`src/rtl/instr_prefetch_buffer_if.sv`:
```
// Bus bundle tying the prefetch buffer to instruction memory, the branch unit and the fetch consumer.
// Defining MISALIGN_CHECK_EN adds the sticky misaligned flag to the bundle.
interface instr_prefetch_buffer_if #(
  parameter int DEPTH  = 4,
  parameter int ADDR_W = 8
);
  localparam int CNT_W = $clog2(DEPTH + 1);

  logic [ADDR_W-1:0] mem_addr;
  logic [7:0]        mem_data;
  logic              redirect;
  logic [31:0]       redirect_addr;
  logic              instr_ready;
  logic              instr_valid;
  logic [31:0]       instr;
  logic [31:0]       instr_pc;
  logic [31:0]       pc_plus4;
  logic [CNT_W-1:0]  count;

`ifdef MISALIGN_CHECK_EN
  logic              misaligned;

  modport master (
    output mem_addr,
    input  mem_data,
    input  redirect,
    input  redirect_addr,
    input  instr_ready,
    output instr_valid,
    output instr,
    output instr_pc,
    output pc_plus4,
    output count,
    output misaligned
  );

  modport slave (
    input  mem_addr,
    output mem_data,
    output redirect,
    output redirect_addr,
    output instr_ready,
    input  instr_valid,
    input  instr,
    input  instr_pc,
    input  pc_plus4,
    input  count,
    input  misaligned
  );
`else
  modport master (
    output mem_addr,
    input  mem_data,
    input  redirect,
    input  redirect_addr,
    input  instr_ready,
    output instr_valid,
    output instr,
    output instr_pc,
    output pc_plus4,
    output count
  );

  modport slave (
    input  mem_addr,
    output mem_data,
    output redirect,
    output redirect_addr,
    output instr_ready,
    input  instr_valid,
    input  instr,
    input  instr_pc,
    input  pc_plus4,
    input  count
  );
`endif
endinterface

```
`src/rtl/instr_prefetch_buffer.sv`:
```
// Byte-serial instruction prefetcher: assembles big-endian 32-bit words and queues them with their PC.
// Optional MISALIGN_CHECK_EN flags redirect targets whose low two bits are non-zero.
module instr_prefetch_buffer #(
  parameter int          DEPTH    = 4,
  parameter int          ADDR_W   = 8,
  parameter logic [31:0] RESET_PC = 32'h0
) (
  input  logic                   clk,
  input  logic                   reset,
  instr_prefetch_buffer_if.master bus
);
  localparam int               PTR_W    = $clog2(DEPTH);
  localparam int               CNT_W    = $clog2(DEPTH + 1);
  localparam logic [31:0]      START_PC = {RESET_PC[31:2], 2'b00};
  localparam logic [CNT_W-1:0] DEPTH_C  = CNT_W'(DEPTH);

  typedef enum logic {
    S_FETCH = 1'b0,
    S_HOLD  = 1'b1
  } state_e;

  state_e           state_q, state_d;
  logic [31:0]      fetch_pc_q, fetch_pc_d;
  logic [1:0]       b_q, b_d;
  logic [31:0]      word_q, word_d;
  logic [PTR_W-1:0] rd_ptr_q, rd_ptr_d;
  logic [PTR_W-1:0] wr_ptr_q, wr_ptr_d;
  logic [CNT_W-1:0] count_q, count_d;

  logic [31:0]      fifo_instr_q [DEPTH];
  logic [31:0]      fifo_pc_q    [DEPTH];

  logic             valid;
  logic             pop;
  logic             space;
  logic             push;

  assign valid = (count_q != '0);
  // A redirect flushes the queue, so a pop in that cycle must not move the read pointer.
  assign pop   = valid & bus.instr_ready & ~bus.redirect;
  assign space = (count_q < DEPTH_C) | pop;

  always_comb begin
    state_d    = state_q;
    fetch_pc_d = fetch_pc_q;
    b_d        = b_q;
    word_d     = word_q;
    rd_ptr_d   = rd_ptr_q;
    wr_ptr_d   = wr_ptr_q;
    count_d    = count_q;
    push       = 1'b0;

    if (bus.redirect) begin
      state_d    = S_FETCH;
      b_d        = 2'd0;
      fetch_pc_d = {bus.redirect_addr[31:2], 2'b00};
      rd_ptr_d   = '0;
      wr_ptr_d   = '0;
      count_d    = '0;
    end else begin
      unique case (state_q)
        S_FETCH: begin
          // Lane index 3-b puts byte 0 in bits [31:24] (big-endian).
          word_d[{~b_q, 3'b000} +: 8] = bus.mem_data;
          if (b_q != 2'd3) begin
            b_d = b_q + 2'd1;
          end else if (space) begin
            push       = 1'b1;
            fetch_pc_d = fetch_pc_q + 32'd4;
            b_d        = 2'd0;
          end else begin
            state_d = S_HOLD;
          end
        end
        S_HOLD: begin
          if (space) begin
            push       = 1'b1;
            fetch_pc_d = fetch_pc_q + 32'd4;
            b_d        = 2'd0;
            state_d    = S_FETCH;
          end
        end
        default: state_d = S_FETCH;
      endcase

      if (push) wr_ptr_d = wr_ptr_q + PTR_W'(1);
      if (pop)  rd_ptr_d = rd_ptr_q + PTR_W'(1);
      count_d = count_q + CNT_W'(push) - CNT_W'(pop);
    end
  end

  always_ff @(posedge clk) begin
    if (reset) begin
      state_q    <= S_FETCH;
      fetch_pc_q <= START_PC;
      b_q        <= 2'd0;
      rd_ptr_q   <= '0;
      wr_ptr_q   <= '0;
      count_q    <= '0;
    end else begin
      state_q    <= state_d;
      fetch_pc_q <= fetch_pc_d;
      b_q        <= b_d;
      rd_ptr_q   <= rd_ptr_d;
      wr_ptr_q   <= wr_ptr_d;
      count_q    <= count_d;
    end
  end

  // Datapath storage carries no reset; slots are only observed while count covers them.
  always_ff @(posedge clk) begin
    word_q <= word_d;
    if (push) begin
      fifo_instr_q[wr_ptr_q] <= word_d;
      fifo_pc_q[wr_ptr_q]    <= fetch_pc_q;
    end
  end

  // While holding, memory is already pointed at byte 0 of the following word.
  assign bus.mem_addr = fetch_pc_q[ADDR_W-1:0] +
                        ((state_q == S_HOLD) ? ADDR_W'(4) : ADDR_W'(b_q));

  assign bus.instr_valid = valid;
  assign bus.count       = count_q;
  assign bus.instr       = valid ? fifo_instr_q[rd_ptr_q] : 32'd0;
  assign bus.instr_pc    = valid ? fifo_pc_q[rd_ptr_q] : 32'd0;
  assign bus.pc_plus4    = valid ? (fifo_pc_q[rd_ptr_q] + 32'd4) : 32'd0;

`ifdef MISALIGN_CHECK_EN
  logic misaligned_q;

  always_ff @(posedge clk) begin
    if (reset) begin
      misaligned_q <= 1'b0;
    end else if (bus.redirect && (bus.redirect_addr[1:0] != 2'b00)) begin
      misaligned_q <= 1'b1;
    end
  end

  assign bus.misaligned = misaligned_q;
`else
  logic unused_align_bits;
  assign unused_align_bits = ^bus.redirect_addr[1:0];
`endif

endmodule

```
`src/flat_wrapper.sv`:
```
// flat-port wrapper written by rule: the top's interface ports become plain ports
module instr_prefetch_buffer_flat 
#(
  parameter int          DEPTH    = 4,
  parameter int          ADDR_W   = 8,
  parameter logic [31:0] RESET_PC = 32'h0
)
  (clk, reset, bus_mem_addr, bus_mem_data, bus_redirect, bus_redirect_addr, bus_instr_ready, bus_instr_valid, bus_instr, bus_instr_pc, bus_pc_plus4, bus_count);
  instr_prefetch_buffer_if #(.DEPTH(DEPTH), .ADDR_W(ADDR_W)) bus_i ();
  input  logic clk;
  input  logic reset;
  output wire logic [$bits(bus_i.mem_addr)-1:0] bus_mem_addr;
  input wire logic [$bits(bus_i.mem_data)-1:0] bus_mem_data;
  input wire logic [$bits(bus_i.redirect)-1:0] bus_redirect;
  input wire logic [$bits(bus_i.redirect_addr)-1:0] bus_redirect_addr;
  input wire logic [$bits(bus_i.instr_ready)-1:0] bus_instr_ready;
  output wire logic [$bits(bus_i.instr_valid)-1:0] bus_instr_valid;
  output wire logic [$bits(bus_i.instr)-1:0] bus_instr;
  output wire logic [$bits(bus_i.instr_pc)-1:0] bus_instr_pc;
  output wire logic [$bits(bus_i.pc_plus4)-1:0] bus_pc_plus4;
  output wire logic [$bits(bus_i.count)-1:0] bus_count;
  assign bus_mem_addr = bus_i.mem_addr;
  assign bus_i.mem_data = bus_mem_data;
  assign bus_i.redirect = bus_redirect;
  assign bus_i.redirect_addr = bus_redirect_addr;
  assign bus_i.instr_ready = bus_instr_ready;
  assign bus_instr_valid = bus_i.instr_valid;
  assign bus_instr = bus_i.instr;
  assign bus_instr_pc = bus_i.instr_pc;
  assign bus_pc_plus4 = bus_i.pc_plus4;
  assign bus_count = bus_i.count;
  instr_prefetch_buffer #(.DEPTH(DEPTH), .ADDR_W(ADDR_W), .RESET_PC(RESET_PC)) u_core (.clk(clk), .reset(reset), .bus(bus_i));
endmodule
```
`config.mk`:
```
export PLATFORM = sky130hd
export DESIGN_NAME = instr_prefetch_buffer_flat
export DESIGN_NICKNAME = d
export VERILOG_FILES = /design/src/rtl/instr_prefetch_buffer_if.sv /design/src/rtl/instr_prefetch_buffer.sv /design/src/flat_wrapper.sv
export SDC_FILE = /design/constraint.sdc
export NUM_CORES = 1
export LEC_CHECK = 0
export ABC_AREA = 0
export CAP_MARGIN = 20
export CORE_ASPECT_RATIO = 0.75
export CORE_MARGIN = 2
export CORE_UTILIZATION = 56
export CTS_CLUSTER_SIZE = 16
export DETAILED_ROUTE_END_ITERATION = 12
export MAX_ROUTING_LAYER = met4
export PLACE_DENSITY = 0.79
export SLEW_MARGIN = 20
export SYNTH_ARGS = -nofsm -noshare
export SYNTH_HDL_FRONTEND = slang
export SYNTH_SLANG_ARGS = --single-unit
```
`constraint.sdc`:
```
create_clock -name clk -period 3.7 [get_ports clk]
set_clock_uncertainty 0.2 [all_clocks]
set_input_delay 0.555 -clock clk [delete_from_list [all_inputs] [get_ports clk]]
set_output_delay 0.555 -clock clk [all_outputs]
set_load 0.05 [all_outputs]
```
==> flow_summary_export.csv <==
group,metric,value,unit
final_layout,final_net_count,1142,
final_layout,syn2layout_area_growth,25.4,%
power_and_ir_drop,p_sw_frac,0.205,
synthesis,ys.flop_type,"edfxtp_1",
sta,finalSetupViolCount,6,
clock_tree,ctsHtreeMaxLevel,1,
route,wl_met3,2.33,mm
global_route,grt.total_usage,0.259,
power_and_ir_drop,combPwrFrac,0.039,
power_and_ir_drop,seq_power_share,0.538,
sta,fmax,264,MHz
route,post-route-drc-count,0,
setup_path,rrSetupSlack,0.75,ns
floorplan,fp.dieW,184,um
setup_path,r2r-start,"u_core.bus.count[2]",
power_and_ir_drop,p_clk_frac,0.423,
synthesis,syn_avg_cell_area,15.4,um2
global_route,grt_pass1_wl,49.0,mm
synthesis,synth-async-reset-ratio,0,
synthesis,syn_area,13600,um2
power_and_ir_drop,power_density,438,nW/um2
clock_tree,cts-hold-fix-buffers,0,
route,routed_wl,32.1,mm
outcome,violations,"negative setup slack",
route,antenna_left,0,
worst_hold_path,hp-class,"reg2reg",
worst_hold_path,whs_path_depth,0,
job,drv_cap,0,
setup_path,r2r_cells,10,
synthesis,ys_ff_latch,322,
route,vias,8557,
clock_tree,clk_latency,0.55,ns
global_route,grt_pass1_vias,8473,
clock_tree,clk_pin_slew,0.06,ns
route,wl_met2,15.0,mm
floorplan,initial_core_util,0.568,
floorplan,rows,49,
setup_path,crit_end,"bus_pc_plus4[27]",
synthesis,synth_cells,882,
placed_design,post-dp-hpwl,20.2,mm
synthesis,yosys_warnings,0,
final_layout,final_area,17000,um2
sta,tightest_slew,0.799,ns
sta,setup_ws,-0.0918,ns
synthesis,ys_top_cells_by_count,"248 x edfxtp_1, 74 x dfxtp_1, 71 x nor2_1",
synthesis,synthDistinctLibCells,59,
synthesis,synth_edf_count,248,
sta,post-route-period-util,1.02,
synthesis,synth_top_cells_by_area,"edfxtp_1 55%, dfxtp_1 11%, mux4_2 7.3%",
final_layout,antenna-diode-count,0,
route,top_layer_used,"met4",
global_route,grt_start_max_net_pins,59,
route,wl_met1,14.2,mm
setup_path,cp_max_fo,8,
clock_tree,cts_tree,"done",
route,via_per_inst,6.06,
outcome,status,"complete, but fails checks",
sta,setup_tns,-0.288,ns
setup_path,critPathCaptureType,"output port",
synthesis,synth_top_cell_area_share,0.548,
power_and_ir_drop,leakage,0.00588,uW
floorplan,dieArea,25500,um2
clock_tree,root_buffer,"clkbuf_16",
route,routedWlPerCell,22.7,um
sta,finalHoldViolations,0,
floorplan,ios,152,
route,drtIter0Drc,920,
synthesis,ys_seq_area_frac,0.657,
placed_design,place_area,15700,um2
synthesis,synth_top_area_cell,"edfxtp_1",
clock_tree,cts_buffer_depth,3,
power_and_ir_drop,ir_drop,0.284,mV
floorplan,die_h,139,um
setup_path,required,2.94,ns
sta,slew_headroom,0.467,
synthesis,yosysMostFrequentCell,"edfxtp_1",
clock_tree,cts.sinks,322,
final_layout,drive_gt1_frac,0.281,
floorplan,core,23900,um2
sta,hold_ws,0.327,ns
placed_design,portBuffers,145,
clock_tree,cts_buffers,30,
setup_path,cp-start-kind,"register",
sta,maxSlewViolCount,0,
global_route,antenna_found_initial,0,
setup_path,reg2reg_to,"u_core.bus.count[2]",
power_and_ir_drop,p_int,5930,uW
sta,fin_crit,3.79,ns
route,first_pass_iters,5,
placed_design,place_congestion,0.834,
power_and_ir_drop,switching_power,1530,uW
setup_path,path_class,"reg2out",
sta,rsz0062_at_grt,"yes",
global_route,grt-ovfl-total,0,
setup_path,worst_ep_arrival_time,3.04,ns
## metal layers
| layer | vias to the layer above | global-route usage |
|---|---|---|
| met5 | - | - |
| met4 | 0 | 0.0531 |
| met3 | 42 | 0.0454 |
| met2 | 399 | 0.389 |
| met1 | 4314 | 0.379 |
| li1 | 3802 | - |
## power by group through the flow
stage	Sequential [uW]	Combinational (uW)	Clock [uW]
finish	4010	289	3150
global route	4020	309	3330
CTS	4010	285	3170
detailed placement	4090	280	0
global placement	4080	274	0
floorplan	4060	173	0
## placed cells by master, fill, tap and decap left out, types with 5 or more instances in the layout
cell               n
inv_1             24
nand2_1           22
ha_1              14
buf_4            116
or3_1              6
nand4_1           13
o21ai_0            7
a311oi_1           6
mux4_2            58
clkbuf_16         30
xor2_1             8
nor2_1            69
a22o_1            32
buf_6              5
buf_12            35
nor3_1            10
xnor2_1           33
mux2_2             5
nor4_1            11
edfxtp_1         248
and2_1            61
clkbuf_1           7
nand3_1           19
dfxtp_1           72
a211oi_1          22
and3_2             5
and3_1            10
clkdlybuf4s50_1   54
a21oi_1            9
## cell families after synthesis
| family | synth area share |
|---|---|
| AO/OA/AOI/OAI | 0.0515 |
| XOR/XNOR | 0.0264 |
| adder cells (fa/ha/maj) | 0.0153 |
| buffers and inverters | 0.0266 |
| flip-flops | 0.657 |
| multiplexers | 0.117 |
| other | 0.000276 |
| AND/OR/NAND/NOR | 0.106 |
## per-stage QoR
stage                     total power (uW)  instances  utilization  setup WS, ns
after floorplan                       4240        885            -         0.161
after global placement                4360       1329        0.656         0.317
after detailed placement              4370       1329        0.656         0.291
after CTS                             7470       1402        0.707       -0.0824
after global routing                  7660       1412        0.713        -0.147
final                                 7460       1412        0.713       -0.0918
## critical path: stages, from the launching register on
cell and delay [ns]:
dfxtp_4 0.39, buf_12 0.16, mux4_2 0.40, buf_6 0.13, and4_4 0.25, nand4_1 0.21, or4_1 0.59, a21oi_2 0.19
buf_12 0.16
## area by class of cell
class	count	area, um2
clock buffer	41	832
clock inverter	15	191
fill	1494	6870
inverter	25	93.8
multi-input combinational	490	4400
sequential	322	8930
tap	306	383
timing repair buffer	213	2210
## flip-flops by register name, summed over array words and instances (netlist names), named ones only
name / cells
u_core.fifo_instr_q: 128
u_core.fifo_pc_q: 120
u_core.word_q: 32
u_core.fetch_pc_q: 30
u_core.bus.count: 3
u_core.b_q: 2
u_core.rd_ptr_q: 2
u_core.wr_ptr_q: 2
u_core.state_q: 1
## worst min-delay path by stage
stage                     startpoint                       to
4_1_cts        u_core.fetch_pc_q[30]  u_core.fifo_pc_q[3][30]
3_5_place_dp   u_core.fetch_pc_q[30]  u_core.fifo_pc_q[0][30]
2_1_floorplan   u_core.fetch_pc_q[4]   u_core.fifo_pc_q[0][4]
5_1_grt        u_core.fetch_pc_q[30]  u_core.fifo_pc_q[3][30]
6_report       u_core.fetch_pc_q[30]  u_core.fifo_pc_q[0][30]
3_3_place_gp   u_core.fetch_pc_q[30]  u_core.fifo_pc_q[2][30]
## repair_timing
action / CTS / global route
resized for setup: 31 / 25
pin swaps: 7 / 8
setup endpoints to repair: 19 / 17
hold endpoints to repair: 0 / 0
setup buffers: 17 / 11
Power figures use the tool's default switching activity.
